--- config.mk ---
export PLATFORM = sky130hd
export DESIGN_NAME = obj_dma
export DESIGN_NICKNAME = d
export VERILOG_FILES = /design/src/rtl/obj_dma_pkg.sv /design/src/rtl/obj_dma_ctr.sv /design/src/rtl/obj_dma.sv
export SDC_FILE = /design/constraint.sdc
export NUM_CORES = 1
export LEC_CHECK = 0
export CORE_UTILIZATION = 53
export DETAILED_ROUTE_END_ITERATION = 10
export HOLD_SLACK_MARGIN = 0.08
export PLACE_DENSITY = 0.82
export SLEW_MARGIN = 20
export SYNTH_ARGS = -nofsm -noshare
export SYNTH_HDL_FRONTEND = slang
export SYNTH_HIERARCHICAL = 1
export SYNTH_SLANG_ARGS = --single-unit
export TNS_END_PERCENT = 10
--- constraint.sdc ---
create_clock -name clkm_32MHZ -period 7.1 [get_ports clkm_32MHZ]
set_input_delay 1.42 -clock clkm_32MHZ [delete_from_list [all_inputs] [get_ports clkm_32MHZ]]
set_output_delay 1.42 -clock clkm_32MHZ [all_outputs]
set_load 0.005 [all_outputs]
--- src/rtl/obj_dma_pkg.sv ---
// obj_dma_pkg: shared FSM encoding, table geometry and config bundle
// for the object-table DMA. No ports; imported by obj_dma and obj_dma_ctr.
package obj_dma_pkg;

  localparam int OBJ_TABLE_LEN = 128;
  localparam int CNT_W         = 7;

  typedef enum logic [2:0] {
    ST_IDLE,
    ST_WAIT_VB,
    ST_REQ,
    ST_RD,
    ST_LAT,
    ST_WR,
    ST_FIN
  } dma_st_t;

  typedef struct packed {
    logic [7:0] base;
    logic       obex;
  } dma_cfg_t;

endpackage

--- src/rtl/obj_dma_ctr.sv ---
// obj_dma_ctr: byte counter for the object DMA; saturates at the last
// table entry. Ports: clk/reset, clr, en in; cnt, tc (last entry) out.
module obj_dma_ctr
  import obj_dma_pkg::*;
(
  input  logic             clkm_32MHZ,
  input  logic             nRESET,
  input  logic             clr,
  input  logic             en,
  output logic [CNT_W-1:0] cnt,
  output logic             tc
);

  assign tc = (cnt == CNT_W'(OBJ_TABLE_LEN - 1));

  // Holding at tc keeps the source window from wrapping.
  always_ff @(posedge clkm_32MHZ or negedge nRESET) begin
    if (!nRESET)
      cnt <= '0;
    else if (clr)
      cnt <= '0;
    else if (en && !tc)
      cnt <= cnt + 1'b1;
  end

endmodule

--- src/rtl/obj_dma.sv ---
// obj_dma: copies a 128-byte object table from source RAM to object RAM
// during vblank, 3 cycles per byte, pausing only between bytes.
// In: clk, nRESET, START, SRC_BASE, OBJEX, V_BLANK, BUS_GNT, SRC_DATA.
// Out: BUS_REQ, SRC_ADDR, SRC_RD_n, OBJ_ADDR, OBJ_DATA, OBJ_WE_n,
//      BUSY, DONE.
module obj_dma
  import obj_dma_pkg::*;
(
  input  logic        clkm_32MHZ,
  input  logic        nRESET,
  input  logic        START,
  input  logic [7:0]  SRC_BASE,
  input  logic        OBJEX,
  input  logic        V_BLANK,
  input  logic        BUS_GNT,
  input  logic [7:0]  SRC_DATA,
  output logic        BUS_REQ,
  output logic [15:0] SRC_ADDR,
  output logic        SRC_RD_n,
  output logic [7:0]  OBJ_ADDR,
  output logic [7:0]  OBJ_DATA,
  output logic        OBJ_WE_n,
  output logic        BUSY,
  output logic        DONE
);

  dma_st_t          st;
  dma_st_t          st_nx;
  dma_cfg_t         cfg;
  logic             pend;
  logic [CNT_W-1:0] cnt;
  logic [CNT_W-1:0] cnt_nx;
  logic             tc;
  logic             ctr_clr;
  logic             ctr_en;
  logic             load;

  assign load    = (st == ST_IDLE && START) || (st == ST_FIN);
  assign ctr_clr = load;
  assign ctr_en  = (st == ST_WR);

  // Count the counter will hold on the next edge, so SRC_ADDR can be
  // registered ahead of RD.
  assign cnt_nx = (st == ST_WR) ? cnt + 1'b1 : cnt;

  obj_dma_ctr u_ctr (
    .clkm_32MHZ (clkm_32MHZ),
    .nRESET     (nRESET),
    .clr        (ctr_clr),
    .en         (ctr_en),
    .cnt        (cnt),
    .tc         (tc)
  );

  always_ff @(posedge clkm_32MHZ or negedge nRESET) begin
    if (!nRESET)
      st <= ST_IDLE;
    else
      st <= st_nx;
  end

  always_comb begin
    st_nx = st;
    unique case (st)
      ST_IDLE:
        if (START) st_nx = ST_WAIT_VB;
      ST_WAIT_VB:
        if (V_BLANK) st_nx = ST_REQ;
      ST_REQ:
        if (!V_BLANK)    st_nx = ST_WAIT_VB;
        else if (BUS_GNT) st_nx = ST_RD;
      ST_RD:
        st_nx = ST_LAT;
      ST_LAT:
        st_nx = ST_WR;
      ST_WR:
        if (tc)           st_nx = ST_FIN;
        else if (!V_BLANK) st_nx = ST_WAIT_VB;
        else if (!BUS_GNT) st_nx = ST_REQ;
        else              st_nx = ST_RD;
      ST_FIN:
        st_nx = (pend || START) ? ST_WAIT_VB : ST_IDLE;
      default:
        st_nx = ST_IDLE;
    endcase
  end

  always_comb begin
    BUS_REQ  = 1'b0;
    SRC_RD_n = 1'b1;
    OBJ_WE_n = 1'b1;
    BUSY     = 1'b1;
    DONE     = 1'b0;
    unique case (st)
      ST_IDLE:    BUSY = 1'b0;
      ST_WAIT_VB: ;
      ST_REQ:     BUS_REQ = 1'b1;
      ST_RD: begin
        BUS_REQ  = 1'b1;
        SRC_RD_n = 1'b0;
      end
      ST_LAT:     BUS_REQ = 1'b1;
      ST_WR: begin
        BUS_REQ  = 1'b1;
        OBJ_WE_n = 1'b0;
      end
      ST_FIN:     DONE = 1'b1;
      default:    BUSY = 1'b0;
    endcase
  end

  always_ff @(posedge clkm_32MHZ or negedge nRESET) begin
    if (!nRESET) begin
      cfg      <= '0;
      pend     <= 1'b0;
      SRC_ADDR <= '0;
      OBJ_ADDR <= '0;
      OBJ_DATA <= '0;
    end else begin
      if (load)
        cfg <= '{base: SRC_BASE, obex: OBJEX};
      if (st == ST_FIN)
        pend <= 1'b0;
      else if (START && st != ST_IDLE)
        pend <= 1'b1;
      if (st_nx == ST_RD)
        SRC_ADDR <= {cfg.base, 1'b0, cnt_nx};
      if (st == ST_LAT) begin
        OBJ_DATA <= SRC_DATA;
        OBJ_ADDR <= {cfg.obex, cnt};
      end
    end
  end

endmodule

* After elaboration in Yosys (flattened, before gate mapping)
Cells that the tools add are included.
** Cells by class
- Shifts and indexed selects :: 0
- Equality and inequality tests :: 8
- $add $sub $neg :: 1
- Bitwise operators :: 0
- Divide/modulo/power cells :: 0
- Muxes and demuxes :: 19
- Order comparisons :: 0
- Reductions and logical operators :: 12
- Multiply operators :: 0
** Operators by type and width (number)
- 2-to-1 mux 7 bit :: 3
- one-hot mux 3 bit (7 select lines) :: 1
- 2-to-1 mux 3 bit :: 5
- == test 3 x 2 -> 1 bit, second input constant :: 3
- == test 3 bit, second input constant :: 3
- 2-to-1 mux 1 bit :: 9
- adder 7 x 1 -> 7 bit, second input constant :: 1
- == test 7 bit, second input constant :: 1
- OR reduction 6 bit :: 1
- nonzero test 2 bit :: 2
- OR reduction 4 bit :: 1
- == test 3 x 1 -> 1 bit, second input constant :: 1
- logical AND 1 bit :: 3
- zero test 3 bit :: 1
- nonzero test 3 bit :: 1
- logical OR 1 bit :: 2
- 2-to-1 mux 2 bit :: 1
- zero test 1 bit :: 1
** Storage, ports and cells
- Memories kept :: 0
- Bits in writable memories :: 0
- Bits of input ports :: 22
- Output and inout port bits :: 37
- Bits in read-only memories :: 0
- Bits in registers :: 51
- Latch bits :: 0
- Logic and storage cells :: 48

* Longest topological paths before layout
- Word-level depth :: 5
- Depth in mapped cells :: 9
- Depth with buffers taken out :: 8

* By module
Netlist, hierarchy kept.
** By module, submodules not included
- obj_dma :: cells an instance 140, seq. area each 1101.1 µm², area an instance 2025.7 µm², times used 1
- obj_dma_ctr :: cells an instance 38, seq. area each 175.2 µm², area an instance 382.9 µm², times used 1

* Worst setup path after synthesis
OpenSTA, ideal clock, no wires.
- Path type :: in2reg
- Start point :: in V_BLANK
- End point :: reg SRC_ADDR[0]
- Arrival time :: 2.801 ns
- Data required time :: 6.975 ns
- Slack :: 4.174 ns
- Setup time :: 0.125 ns
- Buffers on the path :: 1
- Stages :: 5
- Cells stage by stage :: o21a_1 a221o_1 a221oi_4 buf_12 mux2_4
** Between the ends
- Word-level cells in the longest chain between the ends :: 4
- Elaborated cells on any way between the ends :: 6
- Classes of those cells :: 1 x eq/ne; 5 x mux
** RTL lines
- start: declaration :: line obj_dma.sv:14 : input logic V_BLANK,
- 2-to-1 mux 2 bit :: line obj_dma.sv:78 : else if (!V_BLANK) st_nx = ST_WAIT_VB;
- 2-to-1 mux 3 bit :: line obj_dma.sv:77 : if (tc) st_nx = ST_FIN;
- one-hot mux 3 bit (7 select lines) (*) :: line obj_dma.sv:64 : unique case (st)
- == test 3 x 2 -> 1 bit (*) :: line obj_dma.sv:126 : if (st_nx == ST_RD)
- end signal: assignment :: line obj_dma.sv:127 : SRC_ADDR <= {cfg.base, 1'b0, cnt_nx};
- end: declaration :: line obj_dma.sv:18 : output logic [15:0] SRC_ADDR,
Mark *: on every way between the ends. The rest lies on a longest branch, timed or not.
A chain may end at the register's enable or synchronous reset.

* Worst setup path after layout
- Start point :: in V_BLANK
- End point :: reg SRC_ADDR[6]
The elaborated chain is that of the path after synthesis.

==> metrics.cfg <==
[run_status]
status = completed

[floorplan]
initial_utilization_pct = 55.3
core_sq_um = 4350
num_io_pins = 59
die_w_microns = 69.4
rows = 24
dieArea_sq_um = 4820
die_h_microns = 69.4

[clock_tree]
clk_pin_slew_ns = 0.09
post_cts_buffers = 0
numCtsBuffers = 5
cts_resized = 0
clk_latency_ns = 0.30
cts.htree.levels = 2
cts_max_path_buffers = 2
cts_hold_buf = 0
cts_tree = yes
clock_sinks = 51
cts_root_buffer = clkbuf_8

[layout]
multiInputGateArea_sq_um = 1030
seq_area_sq_um = 1280
final_nets = 260
antennaDiodeCount = 0
fillers = 308
drive_above_1_share_pct = 27.8
area_delta_synth_final_pct = 27.1

[place]
gp_congestion = 0.820
portBuffers = 57
dp_slack_ns = 3.28
hpwl_mm = 3.15

[timing]
drv_slew = 0
relSlewSlack_pct = 32.1
finalSetupTns_ns = 0
hold_viol = 0
rsz0062_at_grt = false
setup_violations = 0
setup_slack_ns = 3.60
timing.final.crit_share_pct = 49.3
fmax_mhz = 286
finClkSkew_ns = 0.00443
fin_crit_ns = 3.50
worst_pin_slew_ns = 1.02

[detailed_routing]
drc_errors = 0
via_count = 1603
viasPerCell = 5.55
first_iter_violations = 113
ant_nets = 0
wire_per_inst_microns = 15.5
totalWireLength_mm = 4.47
dr.pass1.iters = 4

[synthesis]
ys_seq_area_share_pct = 53.0
synthesis.nets = 202
yosysWarningCount = 6
synth_edf_count = 0
synth_cell_types = 44
synth_seq_cells = 51
async_flop_share_pct = 100
synth_flop_cell = dfrtp_1
avgSynthCellArea_sq_um = 13.5
synthCells = 178
synth_area_sq_um = 2410

[power_and_ir_drop]
p_leak_nw = 1.36
peakVddDrop_mv = 0.202
power_density_nw_per_um2 = 350

[grt]
grt_max_degree = 52
antenna_found_initial = 0
gr-total-overflow = 0
grt_pass1_vias = 1544
gr-usage-all-layers_pct = 19.5
grt_pass1_wl_mm = 7.38

[critical_path]
critPathKind = input port to flip-flop
startpoint_type = input port
startpoint = V_BLANK
r2r-start = u_ctr/cnt[0]
crit_end = SRC_ADDR[6]
reg2regPathDepth = 8
worstReg2RegEnd = SRC_ADDR[6]
worstPathRequired_ns = 7.29
crit_path_max_fanout = 15
r2r_slack_ns = 4.13
cp.arrival_ns = 3.69
endpoint_kind = flip-flop

[flow_run]
max_cap_viol_count = 0

[min_path]
hold_class = flip-flop to flip-flop

-- cell usage in the layout, fill, tap and decap left out, drive strengths merged, types with 3 or more instances in the layout --
master	count
xnor2	4
dfrtp	51
and3	5
inv	6
xor2	3
clkinv	3
nand2	11
a211oi	4
clkdlybuf4s50	56
nand4	4
nor2	9
mux2	42
a21oi	4
buf	3
clkbuf	5
-- final cells by class --
class / count / share of cell area (%)
clock buffer: 5 / 2.25
clock inverter: 3 / 0.490
inverter: 6 / 0.736
multi-input combinational: 113 / 33.8
sequential: 51 / 41.7
tap: 52 / 2.13
timing repair buffer: 59 / 19.0
-- worst min-delay path by stage --
| stage | start | to | slack (ns) | depth (start not counted) |
|---|---|---|---|---|
| global route | cfg[8] | SRC_ADDR[15] | 0.52 | 1 |
| finish | cfg[7] | SRC_ADDR[14] | 0.51 | 1 |
| global placement | cfg[1] | SRC_ADDR[8] | 0.48 | 1 |
| CTS | cfg[8] | SRC_ADDR[15] | 0.51 | 1 |
| floorplan | cfg[0] | cfg[0] | 0.47 | 1 |
| detailed placement | cfg[8] | SRC_ADDR[15] | 0.49 | 1 |
-- Yosys cell counts (all sizes together) (2+ instances only) --
cell type,n,area [sq um]
mux2,42,514
clkbuf,3,31.3
xor2,3,26.3
xnor2,4,35.0
a211oi,4,30.0
buf,5,45.0
inv,6,22.5
mux2i,2,20.0
nand2,11,41.3
dfrtp,51,1280
nor2,9,33.8
and3,5,41.3
ha,2,25.0
and2b,2,17.5
nor3,2,15.0
nand4,4,25.0
a21oi,4,23.8
-- state kept, by name, indices dropped and copies added, names as in the netlist --
register / flops
OBJ_ADDR: 8
OBJ_DATA: 8
SRC_ADDR: 15
cfg: 9
pend: 1
st: 3
u_ctr/cnt: 7
-- where the power goes --
group	switching [mW]	internal (mW)
clock	0.0919	0.0677
sequential	0.0847	0.389
combinational	0.149	0.290
-- metrics by stage --
stage	area (sq um)	power [mW]	instances	hold slack, ns	util, %
after detailed placement	2980	0.922	281	0.494	68.4
after global routing	3060	1.14	289	0.524	70.3
after global placement	2980	0.908	281	0.479	68.4
final	3060	1.07	289	0.506	70.3
after floorplan	2410	0.737	178	0.475	-
after CTS	3060	1.08	289	0.515	70.3
-- critical path, stage by stage --
cell and delay, ns:
clkdlybuf4s50_1 0.46, o21a_1 0.20, a221o_1 0.31, a221oi_4 0.88
mux2_2 0.42
-- cell families (layout without fill, tap and decap cells) --
group | Yosys count | in the layout | synth area share, %
simple gates | 41 | 41 | 10.1
flops | 51 | 51 | 53.0
mux | 44 | 44 | 22.2
buf+inv | 14 | 73 | 4.10
other cells | 1 | 1 | 0.156
compound gates | 18 | 18 | 6.91
xor+xnor | 7 | 7 | 2.55
fa+ha+maj | 2 | 2 | 1.04
-- metal layers --
layer	up-vias	GRT usage, %	routed length (microns)
met5	-	0	0
li1	750	-	-
met4	0	5.67	23
met3	4	5.96	233
met1	799	25.9	2030
met2	50	31.1	2180
Power figures use the tool's default switching activity.
